## src/rtl/user_entry.sv

```systemverilog
// user_entry: synchronizes and debounces the slide switches and the submit button; one strobe per accepted press.
// Latency: raw press -> input_valid in DEBOUNCE_CYCLES+3 cycles; raw switch change -> switch_state in DEBOUNCE_CYCLES+2.
// Backpressure: none; input_valid is a single-cycle strobe that the consumer must sample when it is high.
module user_entry #(
  parameter int WIDTH           = 8,
  parameter int DEBOUNCE_CYCLES = 500000,
  parameter int CNT_W           = 20
) (
  input  logic             clock,
  input  logic             reset_n,
  input  logic [WIDTH-1:0] switches,
  input  logic             submit_button,
  input  logic             enable,
  output logic [WIDTH-1:0] user_input,
  output logic             input_valid,
  output logic [WIDTH-1:0] switch_state,
  output logic             button_held
);

  localparam logic [CNT_W-1:0] LP_CNT_MAX = CNT_W'(DEBOUNCE_CYCLES - 1);
  localparam logic [CNT_W-1:0] LP_CNT_ONE = CNT_W'(1);

  typedef enum logic [1:0] {
    S_IDLE         = 2'd0,
    S_FIRE         = 2'd1,
    S_WAIT_RELEASE = 2'd2
  } state_t;

  // Two-flop synchronizers plus the previous-cycle synchronized copy used for restart detection.
  logic [WIDTH-1:0] r_sw_meta;
  logic [WIDTH-1:0] r_sw_s;
  logic [WIDTH-1:0] r_sw_prev;
  logic             r_btn_meta;
  logic             r_btn_s;
  logic             r_btn_prev;

  // Debounce state.
  logic [CNT_W-1:0] r_sw_cnt;
  logic [WIDTH-1:0] r_switch_state;
  logic [CNT_W-1:0] r_btn_cnt;
  logic             r_button_held;

  // Arming: a press that straddles reset must be released before it may fire.
  logic [CNT_W-1:0] r_arm_cnt;
  logic             r_armed;

  // Press FSM and its registered outputs.
  state_t           r_state;
  logic [WIDTH-1:0] r_user_input;
  logic             r_input_valid;

  // Combinational helpers, all on synchronized copies only.
  logic             w_btn_pressed;
  logic             w_btn_prev_pressed;
  logic             w_btn_released_quiet;

  assign w_btn_pressed        = ~r_btn_s;
  assign w_btn_prev_pressed   = ~r_btn_prev;
  // Both synchronizer stages must read released so the reset value of the
  // pipeline alone can never satisfy the arming count.
  assign w_btn_released_quiet = r_btn_s & r_btn_meta & ~r_button_held;

  // Synchronize raw inputs; button flops reset to released (1).
  always_ff @(posedge clock or negedge reset_n) begin
    if (!reset_n) begin
      r_sw_meta  <= '0;
      r_sw_s     <= '0;
      r_sw_prev  <= '0;
      r_btn_meta <= 1'b1;
      r_btn_s    <= 1'b1;
      r_btn_prev <= 1'b1;
    end else begin
      r_sw_meta  <= switches;
      r_sw_s     <= r_sw_meta;
      r_sw_prev  <= r_sw_s;
      r_btn_meta <= submit_button;
      r_btn_s    <= r_btn_meta;
      r_btn_prev <= r_btn_s;
    end
  end

  // Switch debounce: accept a new value after DEBOUNCE_CYCLES identical samples.
  // A change while counting reloads 1 so the changed sample is the first of the run.
  always_ff @(posedge clock or negedge reset_n) begin
    if (!reset_n) begin
      r_sw_cnt       <= '0;
      r_switch_state <= '0;
    end else if (r_sw_s == r_switch_state) begin
      r_sw_cnt <= '0;
    end else if (r_sw_s != r_sw_prev) begin
      r_sw_cnt <= LP_CNT_ONE;
    end else if (r_sw_cnt == LP_CNT_MAX) begin
      r_switch_state <= r_sw_s;
      r_sw_cnt       <= '0;
    end else begin
      r_sw_cnt <= r_sw_cnt + LP_CNT_ONE;
    end
  end

  // Button debounce: same scheme on the pressed level, independent counter.
  always_ff @(posedge clock or negedge reset_n) begin
    if (!reset_n) begin
      r_btn_cnt     <= '0;
      r_button_held <= 1'b0;
    end else if (w_btn_pressed == r_button_held) begin
      r_btn_cnt <= '0;
    end else if (w_btn_pressed != w_btn_prev_pressed) begin
      r_btn_cnt <= LP_CNT_ONE;
    end else if (r_btn_cnt == LP_CNT_MAX) begin
      r_button_held <= w_btn_pressed;
      r_btn_cnt     <= '0;
    end else begin
      r_btn_cnt <= r_btn_cnt + LP_CNT_ONE;
    end
  end

  // Arm once the button has read quietly released for DEBOUNCE_CYCLES cycles; stays armed until reset.
  always_ff @(posedge clock or negedge reset_n) begin
    if (!reset_n) begin
      r_arm_cnt <= '0;
      r_armed   <= 1'b0;
    end else if (!w_btn_released_quiet) begin
      r_arm_cnt <= '0;
    end else if (!r_armed) begin
      if (r_arm_cnt == LP_CNT_MAX) begin
        r_armed <= 1'b1;
      end else begin
        r_arm_cnt <= r_arm_cnt + LP_CNT_ONE;
      end
    end
  end

  // Press FSM: the capture and strobe are registered on entry to FIRE, so input_valid
  // is high exactly while the FSM sits in FIRE and holds the pre-update switch_state.
  always_ff @(posedge clock or negedge reset_n) begin
    if (!reset_n) begin
      r_state       <= S_IDLE;
      r_user_input  <= '0;
      r_input_valid <= 1'b0;
    end else begin
      r_input_valid <= 1'b0;
      case (r_state)
        S_IDLE: begin
          if (r_button_held && r_armed) begin
            if (enable) begin
              r_state       <= S_FIRE;
              r_user_input  <= r_switch_state;
              r_input_valid <= 1'b1;
            end else begin
              r_state <= S_WAIT_RELEASE;
            end
          end
        end
        S_FIRE: begin
          r_state <= S_WAIT_RELEASE;
        end
        S_WAIT_RELEASE: begin
          if (!r_button_held) begin
            r_state <= S_IDLE;
          end
        end
        default: begin
          r_state <= S_IDLE;
        end
      endcase
    end
  end

  assign user_input   = r_user_input;
  assign input_valid  = r_input_valid;
  assign switch_state = r_switch_state;
  assign button_held  = r_button_held;

endmodule

```

## config.mk

```make
export PLATFORM = sky130hd
export DESIGN_NAME = user_entry
export DESIGN_NICKNAME = d
export VERILOG_FILES = /design/src/rtl/user_entry.sv
export SDC_FILE = /design/constraint.sdc
export NUM_CORES = 1
export LEC_CHECK = 0
export ABC_AREA = 1
export BUFFER_PORTS_ARGS = -buffer_cell sky130_fd_sc_hd__buf_2
export CAP_MARGIN = 10
export CORE_ASPECT_RATIO = 0.5
export CORE_UTILIZATION = 55
export CTS_CLUSTER_SIZE = 30
export DETAILED_ROUTE_END_ITERATION = 10
export PLACE_DENSITY = 0.75
export SLEW_MARGIN = 10
export SYNTH_ARGS = -nofsm -noshare
export SYNTH_HDL_FRONTEND = slang
export SYNTH_SLANG_ARGS = --single-unit
export TNS_END_PERCENT = 100
```

## constraint.sdc

```tcl
create_clock -name clock -period 2.2 [get_ports clock]
set_clock_uncertainty 0.1 [all_clocks]
set_input_delay 0.11 -clock clock [delete_from_list [all_inputs] [get_ports clock]]
set_output_delay 0.11 -clock clock [all_outputs]
set_load 0.005 [all_outputs]
```

# Word-level counts from Yosys, hierarchy flattened
# Cells that the tools add are included.
# W data, S select, Z words.
dict set report classes {
  reduce_logical 7
  bitwise 9
  n_eq_ne 13
  n_mux 18
  n_addsub 3
}
# op count
set op_table {}
lappend op_table {{$mux W20} 9}
lappend op_table {{$add A20 B1 Y20 const B} 3}
lappend op_table {{$eq A20 B19 Y1 const B} 3}
lappend op_table {{$reduce_and A3 Y1} 3}
lappend op_table {{$eq A8 B8 Y1} 1}
lappend op_table {{$ne A2 B2 Y1 const B} 4}
lappend op_table {{$ne A8 B8 Y1} 1}
lappend op_table {{$not A1 Y1} 7}
lappend op_table {{$mux W2} 3}
lappend op_table {{$pmux W2 S3} 1}
lappend op_table {{$mux W1} 5}
lappend op_table {{$reduce_and A2 Y1} 2}
lappend op_table {{$and A1 B1 Y1} 2}
lappend op_table {{$eq A2 B1 Y1 const B} 1}
lappend op_table {{$eq A2 B2 Y1 const B} 1}
lappend op_table {{$logic_not A2 Y1} 1}
lappend op_table {{$eq A1 B1 Y1} 1}
lappend op_table {{$logic_and A1 B1 Y1} 1}
lappend op_table {{$ne A1 B1 Y1} 1}
dict set report word_totals {
  register_bits 108
  out_inout_bits 18
  elab_cells 65
  in_bits 12
}

# Depth between registers and ports, before layout
# Gate-level depths: netlist of run 1.
dict set report logic_depth {
  depth_word 4
  depth_mapped 11
  ltp_nobuf 11
}

# Worst setup path before layout of run 1
# OpenSTA, ideal clock, no wires.
dict set report synth_timing {
  path_type {flip-flop to flip-flop}
  start {register r_arm_cnt[0]}
  end {register r_arm_cnt[13]}
  n_path_buf 1
  path_stages_with_launch 11
  setup_ps 117
  synth_period_minus_slack_ps 1567
  arrival_ps 1351
  slack_ps 633
  t_required_ps 1983
  cell_sequence {dfrtp_1 ha_1 nand2_1 nor2_2 nand3_4 nand2_2 nand2_4 clkinv_4 buf_8 nand2_1 nand2_1}
}
dict set report synth_via {
  elab_chain_len 4
  word_cells_on_any_way 7
  classes_between {1 x add/sub; 2 x eq/ne; 3 x mux; 1 x reduce/logical}
}
# item line
set synth_rtl {}
lappend synth_rtl {{start: declaration} 44} ;# logic [CNT_W-1:0] r_arm_cnt;
lappend synth_rtl {{start signal: assignment} 128} ;# r_arm_cnt <= r_arm_cnt + LP_CNT_ONE;
lappend synth_rtl {{$add A20 B1 Y20} 128}
lappend synth_rtl {{$mux W20} 125} ;# if (r_arm_cnt == LP_CNT_MAX) begin
lappend synth_rtl {{$mux W20} 124} ;# end else if (!r_armed) begin
lappend synth_rtl {{$mux W20} 122} ;# end else if (!w_btn_released_quiet) begin
# Parallel ways exist; a longest one is shown, timed or not. The select of a mux whose other input is x is not followed.
# A chain may end at the register's enable or synchronous reset.

# Worst setup path in the final report of run 1
dict set report layout_timing {
  start {register r_sw_cnt[1]}
  end {register r_switch_state[6] (netlist: switch_state[6])}
}
dict set report layout_via {
  elab_chain_len 2
}
# item line
set layout_rtl {}
lappend layout_rtl {{start: declaration} 38} ;# logic [CNT_W-1:0] r_sw_cnt;
lappend layout_rtl {{start signal: assignment} 96} ;# r_sw_cnt <= r_sw_cnt + LP_CNT_ONE;
lappend layout_rtl {{$eq A20 B19 Y1} 92} ;# end else if (r_sw_cnt == LP_CNT_MAX) begin
lappend layout_rtl {{$reduce_and A3 Y1 (no line)} --}
lappend layout_rtl {{end signal: assignment} 93} ;# r_switch_state <= r_sw_s;
lappend layout_rtl {{end: declaration} 39} ;# logic [WIDTH-1:0] r_switch_state;
# No other way between the ends.

==> run metrics, run 1 <==
pin count of the biggest net entering global routing 64; Fmax 511 MHz; ant diodes 0; first-pass GRT wire length roughly 19000 um; internal power around 2.9 mW; post-synth cell types 33; final hold violations 0; post-DR vias/cell 4.95; ys async rst share 100%; hpwl dp between 7000 and 8000 um; measured slew at the worst slew-check pin 496 ps; fin. max-slew vios 0; R2R cell count 8; Routed Antenna Nets 0; CP required between 2000 and 2500 ps; Die Span Y 72.3 um; wire per inst between 10 and 15 um; clock slew at reported path FFs roughly 70 ps; top-area cell type share of the netlist area around half; fin crit share a little under 90%; Buf+Inv Stages, Crit Path 1; final setup violation count 0; Clk network pwr share around two fifths; Pwr Total 3.76 mW; Sw Pwr between 0.8 and 0.9 mW; reg-to-reg critical path endpoint switch_state[6]; GRT overflow 0; clk_lat worst skew approximately 350 ps; I/O Buffers 29; DRT Pass-1 Iters 4; post-synthesis instance area between 5000 and 6000 sq um; Setup Fix Bufs, Post-CTS 0; Critical Path Source Type flop; Synth Area in Compound Gates ~2.8%; DP Worst Slack roughly 210 ps; status finished clean; min cycle time layout between 1500 and 2000 ps; largest cells by area after synthesis dfrtp_1 (48%), nand2_1 (15%), nor2_1 (8.6%), inv_1 (4.6%), xor2_1 (4.5%); cell leakage power 2.89 nW; IO Count 30; Reg power frac between 50 and 60%; slowest CP cell dfrtp_1; Logic pwr share around 4%; worst path cell trace ha_1 > nand3_1 > nor2_1 > nand3_1 > inv_2 > nand3_1 > nand2_1 > nand2_1; CP most frequent cell nand3_1; Synth Area in Adders less than 1%; relative slew slack between 60 and 70%; number of DRC markers in iteration 0 approximately 260; Clock Tree Buf Depth 2; Net Sw Frac 23.2%; #FFs+latches synth 108; post-layout util between 60% and 70%; total CTS buffers 9; CTS tree built; max-cap viol count 0; Hold Crit Class input port to async pin; worst vdd ir 0.475 mV; Area growth, synth to finish 13.0%; setup TNS 0 ps; CTS Sinks 108; layout cell share with drive strength beyond 1 11.0%; R2R Path Start r_sw_cnt[1]; xor and xnor area share after synthesis 5.80%; initial core utilization between 50% and 60%; Avg Inst Size Synth 7.72 sq um; number of remaining DRC errors 0; via count ~4400; worst-path fanout max 9; max incr delay on CP approximately 380 ps; Final Net Count 767; row cnt 25; vias in the first global route 4181; mux share of post-synthesis cell area 0%; Mapped Cells between 700 and 800; critical path class flop to flop; main combinational cell family by area after synthesis simple AND/OR/NAND/NOR gates; top-count cell post-synth nand2_1; PwrDens ~610 nW/um^2; yosys warns 0; delay-heaviest family, CP simple AND/OR/NAND/NOR gates; Clock Tree Root clkbuf_16; Mapped Nets 720; GP Congestion just under 0.9; Post-Route WL 10800 um; Die Area slightly above 10000 sq um; total track usage roughly a quarter; simple-gate share of the synthesized area 34.2%; core box area around 9500 sq um; Die W 143 um; Fillers just over 800; Post-synth EDFFs 0; Worst Setup End Kind flop; share of the yosys chip area belonging to registers approximately 50%; dominant synthesized flop cell dfrtp_1; RSZ-0062 raised after global routing false; initial antenna violation count 0; Post-synth top cells nand2_1 (220), nor2_1 (124), dfrtp_1 (105); final worst slack roughly 240 ps; largest area contributor in the netlist dfrtp_1; R2R Setup Slk 240 ps; CP arrival approximately 2100 ps; H-tree lvl count 3
-- final cells by class --
class	instances	area, sq um	area share [%]
flip-flops and latches	108	2710	44.0
multi-input cells	506	2380	38.6
inverters	84	320	5.21
repair buffers	43	293	4.76
clock buffers	11	243	3.95
well taps	135	169	2.75
clock inverters	5	42.5	0.692
-- flip-flops by register name (all words and copies together), names as in the netlist, 2 cells and up --
signal / flops
r_state: 2
r_sw_meta: 8
r_btn_cnt: 20
r_sw_s: 8
r_sw_prev: 8
switch_state: 8
r_sw_cnt: 20
user_input: 8
r_arm_cnt: 20
-- layer usage --
metal / up-vias / share of wire (%) / GRT usage, % / routed length (um)
li1: 2290 / - / - / -
met5: - / 0 / 0 / 0
met2: 63 / 47 / 38.6 / 5040
met3: 10 / 3.7 / 5.74 / 399
met4: 0 / 1.2 / 7.17 / 127
met1: 2054 / 49 / 31.3 / 5270
-- cells in the final DEF (no fill, tap or decap), types with 2 or more instances in the layout --
master         synthesis  layout
inv_2                 14      14
nor2_2                 7       7
o21bai_1               2       2
ha_1                   3       3
clkbuf_16              0       9
clkinv_4               1       2
nand3b_1               4       4
nand3_1               46      46
buf_4                  1       3
nand2_2                2       2
or2_2                  2       2
nor2_4                 4       5
nor3_1                 6       6
nand4_1               21      21
dlygate4sd3_1          0      11
inv_1                 67      67
a31oi_1                4       4
a21oi_1                3       3
o21ai_1                3       3
buf_2                  3      28
nand2_1              220     220
o21ai_0               15      15
dfrtp_1              105     105
inv_6                  0       3
xor2_1                28      28
xnor2_1                8       8
nor2_1               124     123
clkinv_1               2       2
dfstp_2                3       3
-- per-stage QoR --
step / instances / cell area (sq um) / hold WS [ps]
2_1_floorplan: 705 / 5440 / -286
3_3_place_gp: 865 / 5750 / -99.1
3_5_place_dp: 865 / 5750 / -92.8
4_1_cts: 892 / 6140 / 82.1
5_1_grt: 892 / 6150 / 93.7
6_report: 892 / 6150 / 79.3
-- worst max-delay path by stage --
stage / slack (ps) / depth (start not counted) / from / to
3_3_place_gp: 270 / 9 / r_sw_s[2] / r_sw_cnt[18]
3_5_place_dp: 210 / 9 / r_sw_s[2] / r_sw_cnt[15]
4_1_cts: 200 / 9 / r_sw_s[2] / r_sw_cnt[15]
5_1_grt: 40 / 8 / r_sw_cnt[0] / switch_state[1]
2_1_floorplan: 630 / 10 / r_arm_cnt[0] / r_arm_cnt[13]
6_report: 240 / 8 / r_sw_cnt[1] / switch_state[6]
-- power by group through the flow --
stage                     combinational [mW]  sequential [mW]  clock, mW
after floorplan                       0.0699             2.07          0
after global placement                 0.138             2.08          0
after detailed placement               0.140             2.08          0
after CTS                              0.157             2.04       1.60
after global routing                   0.179             2.04       1.67
final                                  0.154             2.04       1.56
-- cell families after synthesis --
family,after synthesis
xor gates and xnor gates,36
and+or+nand+nor,439
AOI/OAI and AO/OA,28
DFF,108
adders and majority gates,3
buffers and inverters,91
-- repair_timing --
item | CTS | global route
hold endpoints to repair | 117 | 0
resized for setup | 0 | 2
endpoints found under the setup margin | 0 | 3
hold buffers | 11 | 0
Power figures use the tool's default switching activity.
==> run 2, diff against run 1 <==
- CAP_MARGIN: 10 -> 20
- CORE_ASPECT_RATIO: 0.5 -> default
- RECOVER_POWER: default -> 25
==> run 2 against run 1 <==
Net effect: count of clock-buffer cells in the layout unchanged; final area down 1.3%; global-route usage down 0.32 points; final cell count down 0.56%; sequential share of layout area up 0.57 points; die area down 0.23%; clock power down 15%; power down 6.6%; maximum frequency down 1.2%; largest cell class unchanged; largest power group unchanged.
==> run metrics, run 2 (synthesis gave the netlist of run 1 again) <==
status finished clean; Worst Setup End Kind flop; Area growth, synth to finish 11.6%; met1 track demand over resource 28.9% (-2.5 points); max-cap viol count 0 (unchanged); total CTS buffers 9 (unchanged); number of remaining DRC errors 0 (unchanged); vias in the first global route 4241 (+1.4%); met2 Use GR 40.3% (+1.7 points); Routed Antenna Nets 0 (unchanged); via count 4480 (+1.4%); Final Net Count 768 (+0.13%); I/O Buffers 29 (unchanged); CTS Sinks 108 (unchanged); hold path depth 0; relative slew slack 41.7% (-25 points); R2R cell count 8 (unchanged); Buf+Inv Stages, Crit Path 0 (-1); core box area 9420 sq um (-0.99%); max incr delay on CP 540 ps (+160 ps); cell leakage power 2.87 nW (-0.71%); Largest regs r_arm_cnt (20), r_btn_cnt (20), r_sw_cnt (20); worst path cell trace ha_1 > nand2_1 > nor2_2 > nand3_1 > nor2_1 > nor2_1 > nand4_1 > nand2_1; first-pass GRT wire length 18700 um (-0.95%); CP required 2420 ps (+80 ps); M3 GR Usage 4.90% (-0.84 points); Reg power frac 58.1% (+3.8 points); CTS tree built; critical path class flop to flop; Logic pwr share 4.3% (+0.2 points); CP Depth 8 (unchanged); number of DRC markers in iteration 0 225 (-12%); GRT busiest layer met2; DRT Pass-1 Iters 5 (+1); fin. max-slew vios 0 (unchanged); Die Area 10300 sq um (-0.23%); IO Count 30 (unchanged); Setup Fix Bufs, Post-CTS 0 (unchanged); post-DR vias/cell 5.05 (+2.0%); CP arrival 2200 ps (+110 ps); initial core utilization 57.8% (+0.57 points); hpwl dp 7650 um (+1.8%); Post-Route WL 10800 um (about the same); initial antenna violation count 0 (unchanged); wire per inst 12.2 um (+0.60%); worst-path fanout max 11 (+2); Critical Path Source Type flop; pin count of the biggest net entering global routing 62 (-3.1%); H-tree lvl count 3 (unchanged); worst vdd ir 0.406 mV (-15%); most frequent cells in the layout nand2_1 (220), nor2_1 (124), dfrtp_1 (105), inv_1 (67), nand3_1 (46); PwrDens 578 nW/um^2 (-5.4%); Net Sw Frac 22.0% (-1.2 points); DP Area 5750 sq um (unchanged); setup TNS 0 ps (unchanged); min cycle time layout 1980 ps (+24.4 ps); Clk network pwr share 37.6% (-4.0 points); RSZ-0062 raised after global routing false; row cnt 35 (+40%); clk_lat worst skew 380 ps (+30 ps); Fmax 505 MHz (-1.2%); measured slew at the worst slew-check pin 874 ps (+378 ps); layout cell share with drive strength beyond 1 10.9% (-0.014 points); most common cell after layout, fill and taps aside nand2_1; internal power 2.74 mW (-5.1%); Die Span Y 101 um (+40%); Die W 101 um (-29%); final setup violation count 0 (unchanged); CTS resizes 0 (unchanged); delay-heaviest family, CP simple AND/OR/NAND/NOR gates; cell area after layout 6070 sq um (-1.3%); Clock Tree Root clkbuf_8; Sw Pwr 0.773 mW (-11%); clock slew at reported path FFs 100 ps (+30 ps); total track usage 23.2% (-0.32 points); Clock Tree Buf Depth 2 (unchanged); slowest CP cell nor2_1; ant diodes 0 (unchanged); fin crit share 90.0% (+1.1 points); final hold violations 0 (unchanged); GRT overflow 0 (unchanged); GP Congestion 0.988 (+13%); Hold Crit Class flop to flop
run 2: cell type report:
cell class	instances	area, sq um
clock inverters	5	75.1
repair buffers	44	298
flip-flops and latches	108	2710
clock buffers	11	141
inverters	84	320
fillers	797	3340
multi-input cells	506	2370
well taps	129	161
run 2: worst paths after layout:
| path | from | slack (ps) | endpoint |
|---|---|---|---|
| min in group asynchronous | reset_n | 290 | switch_state[3] |
| min reg2reg | r_sw_meta[5] | 260 | r_sw_s[5] |
| max in group asynchronous | reset_n | 850 | r_btn_prev |
| max reg2reg | r_arm_cnt[0] | 220 | r_arm_cnt[2] |
| min | r_sw_meta[5] | 260 | r_sw_s[5] |
| max | r_arm_cnt[0] | 220 | r_arm_cnt[2] |
run 2: power groups by stage:
stage	logic [mW]	registers, mW	clock network, mW
6_report	0.151	2.04	1.32
2_1_floorplan	0.0699	2.07	0
4_1_cts	0.156	2.04	1.36
3_5_place_dp	0.140	2.08	0
5_1_grt	0.175	2.05	1.44
3_3_place_gp	0.136	2.08	0
run 2: routing by layer:
layer	vias to the layer above	share of wire, %
met3	15	3.6
met5	-	0
met2	87	49
met4	0	1.2
li1	2280	-
met1	2098	46
run 2: through the flow:
stage                     power, mW  std cells  util (%)  hold slack [ps]  worst slack [ps]
after floorplan                2.14        705         -             -286               633
after global placement         2.21        860      61.0            -11.5               277
after detailed placement       2.22        860      61.0            -11.3               273
after CTS                      3.55        887      64.5              120               235
after global routing           3.66        887      64.5              249              17.3
final                          3.51        887      64.5              261               220
run 2: what timing repair did:
action | in CTS | in global routing
setup endpoints to repair | 0 | 0
endpoints found under the hold margin | 47 | 0
hold buffers | 11 | 0
==> run 3, diff against run 2 <==
- PLACE_DENSITY: 0.75 -> 0.78
- clock period: 2.2 -> 1.8 ns (I/O delays scaled with it)
==> run 3 against run 2 <==
Net effect: core utilization is 1.1 points higher; routed wire length is 2.8% higher; sequential share of layout area is 0.77 points lower; critical path depth is 2 higher; largest cell class unchanged; via count is 1.9% higher; register-to-register slack worse by 130 ps; power is 23% higher; worst hold slack worse by 12 ps; sequential cell count stayed put; setup slack worse by 130 ps; first-iteration DRC count is 2.7% lower; maximum frequency is 16% higher.
==> run metrics, run 3 (synthesis gave the netlist of run 1 again) <==
status finished clean; Clock Tree Root clkbuf_8; post-layout util 65.6% (+1.1 points); Net Sw Frac 22.5% (+0.49 points); GRT overflow 0 (unchanged); Die W 101 um (unchanged); Reg power frac 57.6% (-0.5 points); number of DRC markers in iteration 0 219 (-2.7%); I/O Buffers 29 (unchanged); cell area after layout 6180 sq um (+1.8%); initial antenna violation count 0 (unchanged); Setup Fix Bufs, Post-CTS 0 (unchanged); CP arrival 1870 ps (-330 ps); Final Net Count 772 (+0.52%); CP required 1970 ps (-450 ps); core box area 9420 sq um (unchanged); DRT Pass-1 Iters 5 (unchanged); worst path cell trace inv_1 > nand2_1 > nand2_1 > nor2_1 > nand2_1 > nor2_2 > nor2_4 > buf_6 > nand3_1 > nand2_1; min cycle time layout 1710 ps (-275 ps); CTS tree built; Pwr Total 4.33 mW (+23%); post-DR vias/cell 5.13 (+1.5%); Fmax 586 MHz (+16%); H-tree lvl count 3 (unchanged); total track usage 23.6% (+0.34 points); Area growth, synth to finish 13.5%; Logic pwr share 4.3% (about the same); clock slew at reported path FFs 90 ps (about the same); Routed Antenna Nets 0 (unchanged); GP Congestion 0.912 (-7.7%); fin. max-slew vios 0 (unchanged); Clk network pwr share 38.1% (+0.5 points); worst hold slack 249 ps (-12.1 ps); row cnt 35 (unchanged); vias in the first global route 4314 (+1.7%); measured slew at the worst slew-check pin 927 ps (+53.5 ps); setup TNS 0 ps (unchanged); first-pass GRT wire length 18900 um (+0.66%); delay-heaviest family, CP simple AND/OR/NAND/NOR gates; worst vdd ir 0.392 mV (-3.2%); final hold violations 0 (unchanged); max incr delay on CP 430 ps (-110 ps); Buf+Inv Stages, Crit Path 2 (+2); Critical Path Source Type flop; Finished Layout Cells 891 (+0.45%); Post-Route WL 11200 um (+2.8%); clk_lat worst skew 380 ps (about the same); worst-path fanout max 11 (unchanged); final worst slack 94.7 ps (-125 ps); via count 4567 (+1.9%); layout cell share with drive strength beyond 1 12.7% (+1.8 points); fin crit share 94.7% (+4.7 points); relative slew slack 38.2% (-3.6 points); Sw Pwr 0.975 mW (+26%); Largest regs r_arm_cnt (20), r_btn_cnt (20), r_sw_cnt (20); Die Span Y 101 um (unchanged); internal power 3.35 mW (+23%); most frequent cells in the layout nand2_1 (219), nor2_1 (115), dfrtp_1 (105), inv_1 (67), nand3_1 (44); IO Count 30 (unchanged); Clock Tree Buf Depth 2 (unchanged); Hold Crit Class input port to flop; hpwl dp 7610 um (-0.48%); max-cap viol count 0 (unchanged); CP most frequent cell nand2_1; Die Area 10300 sq um (unchanged); number of remaining DRC errors 0 (unchanged); final setup violation count 0 (unchanged); DP Area 5780 sq um (+0.52%); Worst Setup End Kind flop; critical path class flop to flop; total CTS buffers 9 (unchanged); initial core utilization 57.8% (unchanged); DP Worst Slack -122 ps (-394 ps); placed cell count 864 (+0.47%); CTS Sinks 108 (unchanged); ant diodes 0 (unchanged); PwrDens 701 nW/um^2 (+21%); wire per inst 12.5 um (+2.4%); cell leakage power 2.88 nW (+0.39%); pin count of the biggest net entering global routing 109 (+76%); slowest CP cell dfrtp_1; most common cell after layout, fill and taps aside nand2_1
[run 3: path summary, 6_finish.rpt]
| check | from | endpoint | depth (start not counted) | slack [ps] |
|---|---|---|---|---|
| setup / recovery | r_sw_s[2] | switch_state[6] | 10 | 90 |
| setup reg to reg | r_sw_s[2] | switch_state[6] | 10 | 90 |
| max in group asynchronous | reset_n | r_btn_cnt[0] | 3 | 610 |
| hold / removal | submit_button | r_btn_meta | 2 | 250 |
| hold reg to reg | r_sw_meta[2] | r_sw_s[2] | 0 | 260 |
| min in group asynchronous | reset_n | user_input[6] | 3 | 390 |
[run 3: cell type report]
| type | instances | area (sq um) |
|---|---|---|
| Clock buffer | 11 | 141 |
| Clock inverter | 5 | 83.8 |
| Fill cell | 767 | 3240 |
| Inverter | 84 | 323 |
| Multi-Input combinational cell | 506 | 2440 |
| Sequential cell | 108 | 2710 |
| Tap cell | 129 | 161 |
| Timing Repair Buffer | 48 | 323 |
[run 3: power by group through the flow]
| stage | sequential [mW] | clock [mW] | combinational, mW |
|---|---|---|---|
| final | 2.49 | 1.65 | 0.185 |
| after global routing | 2.50 | 1.78 | 0.214 |
| after CTS | 2.49 | 1.69 | 0.192 |
| after detailed placement | 2.54 | 0 | 0.171 |
| after global placement | 2.54 | 0 | 0.166 |
| after floorplan | 2.53 | 0 | 0.0855 |
[run 3: what timing repair did]
action | 4_1_cts | 5_1_grt
setup endpoints to repair | 14 | 42
pin swaps | 0 | 3
gates resized for setup | 2 | 19
hold endpoints to repair | 115 | 0
hold buffers | 11 | 0
[run 3: routing by layer]
layer	global-route usage (%)	up-vias	routed length, um
met5	0	-	0
li1	-	2300	-
met1	29.4	2160	4910
met2	39.1	86	5580
met3	6.07	21	417
met4	9.81	0	250
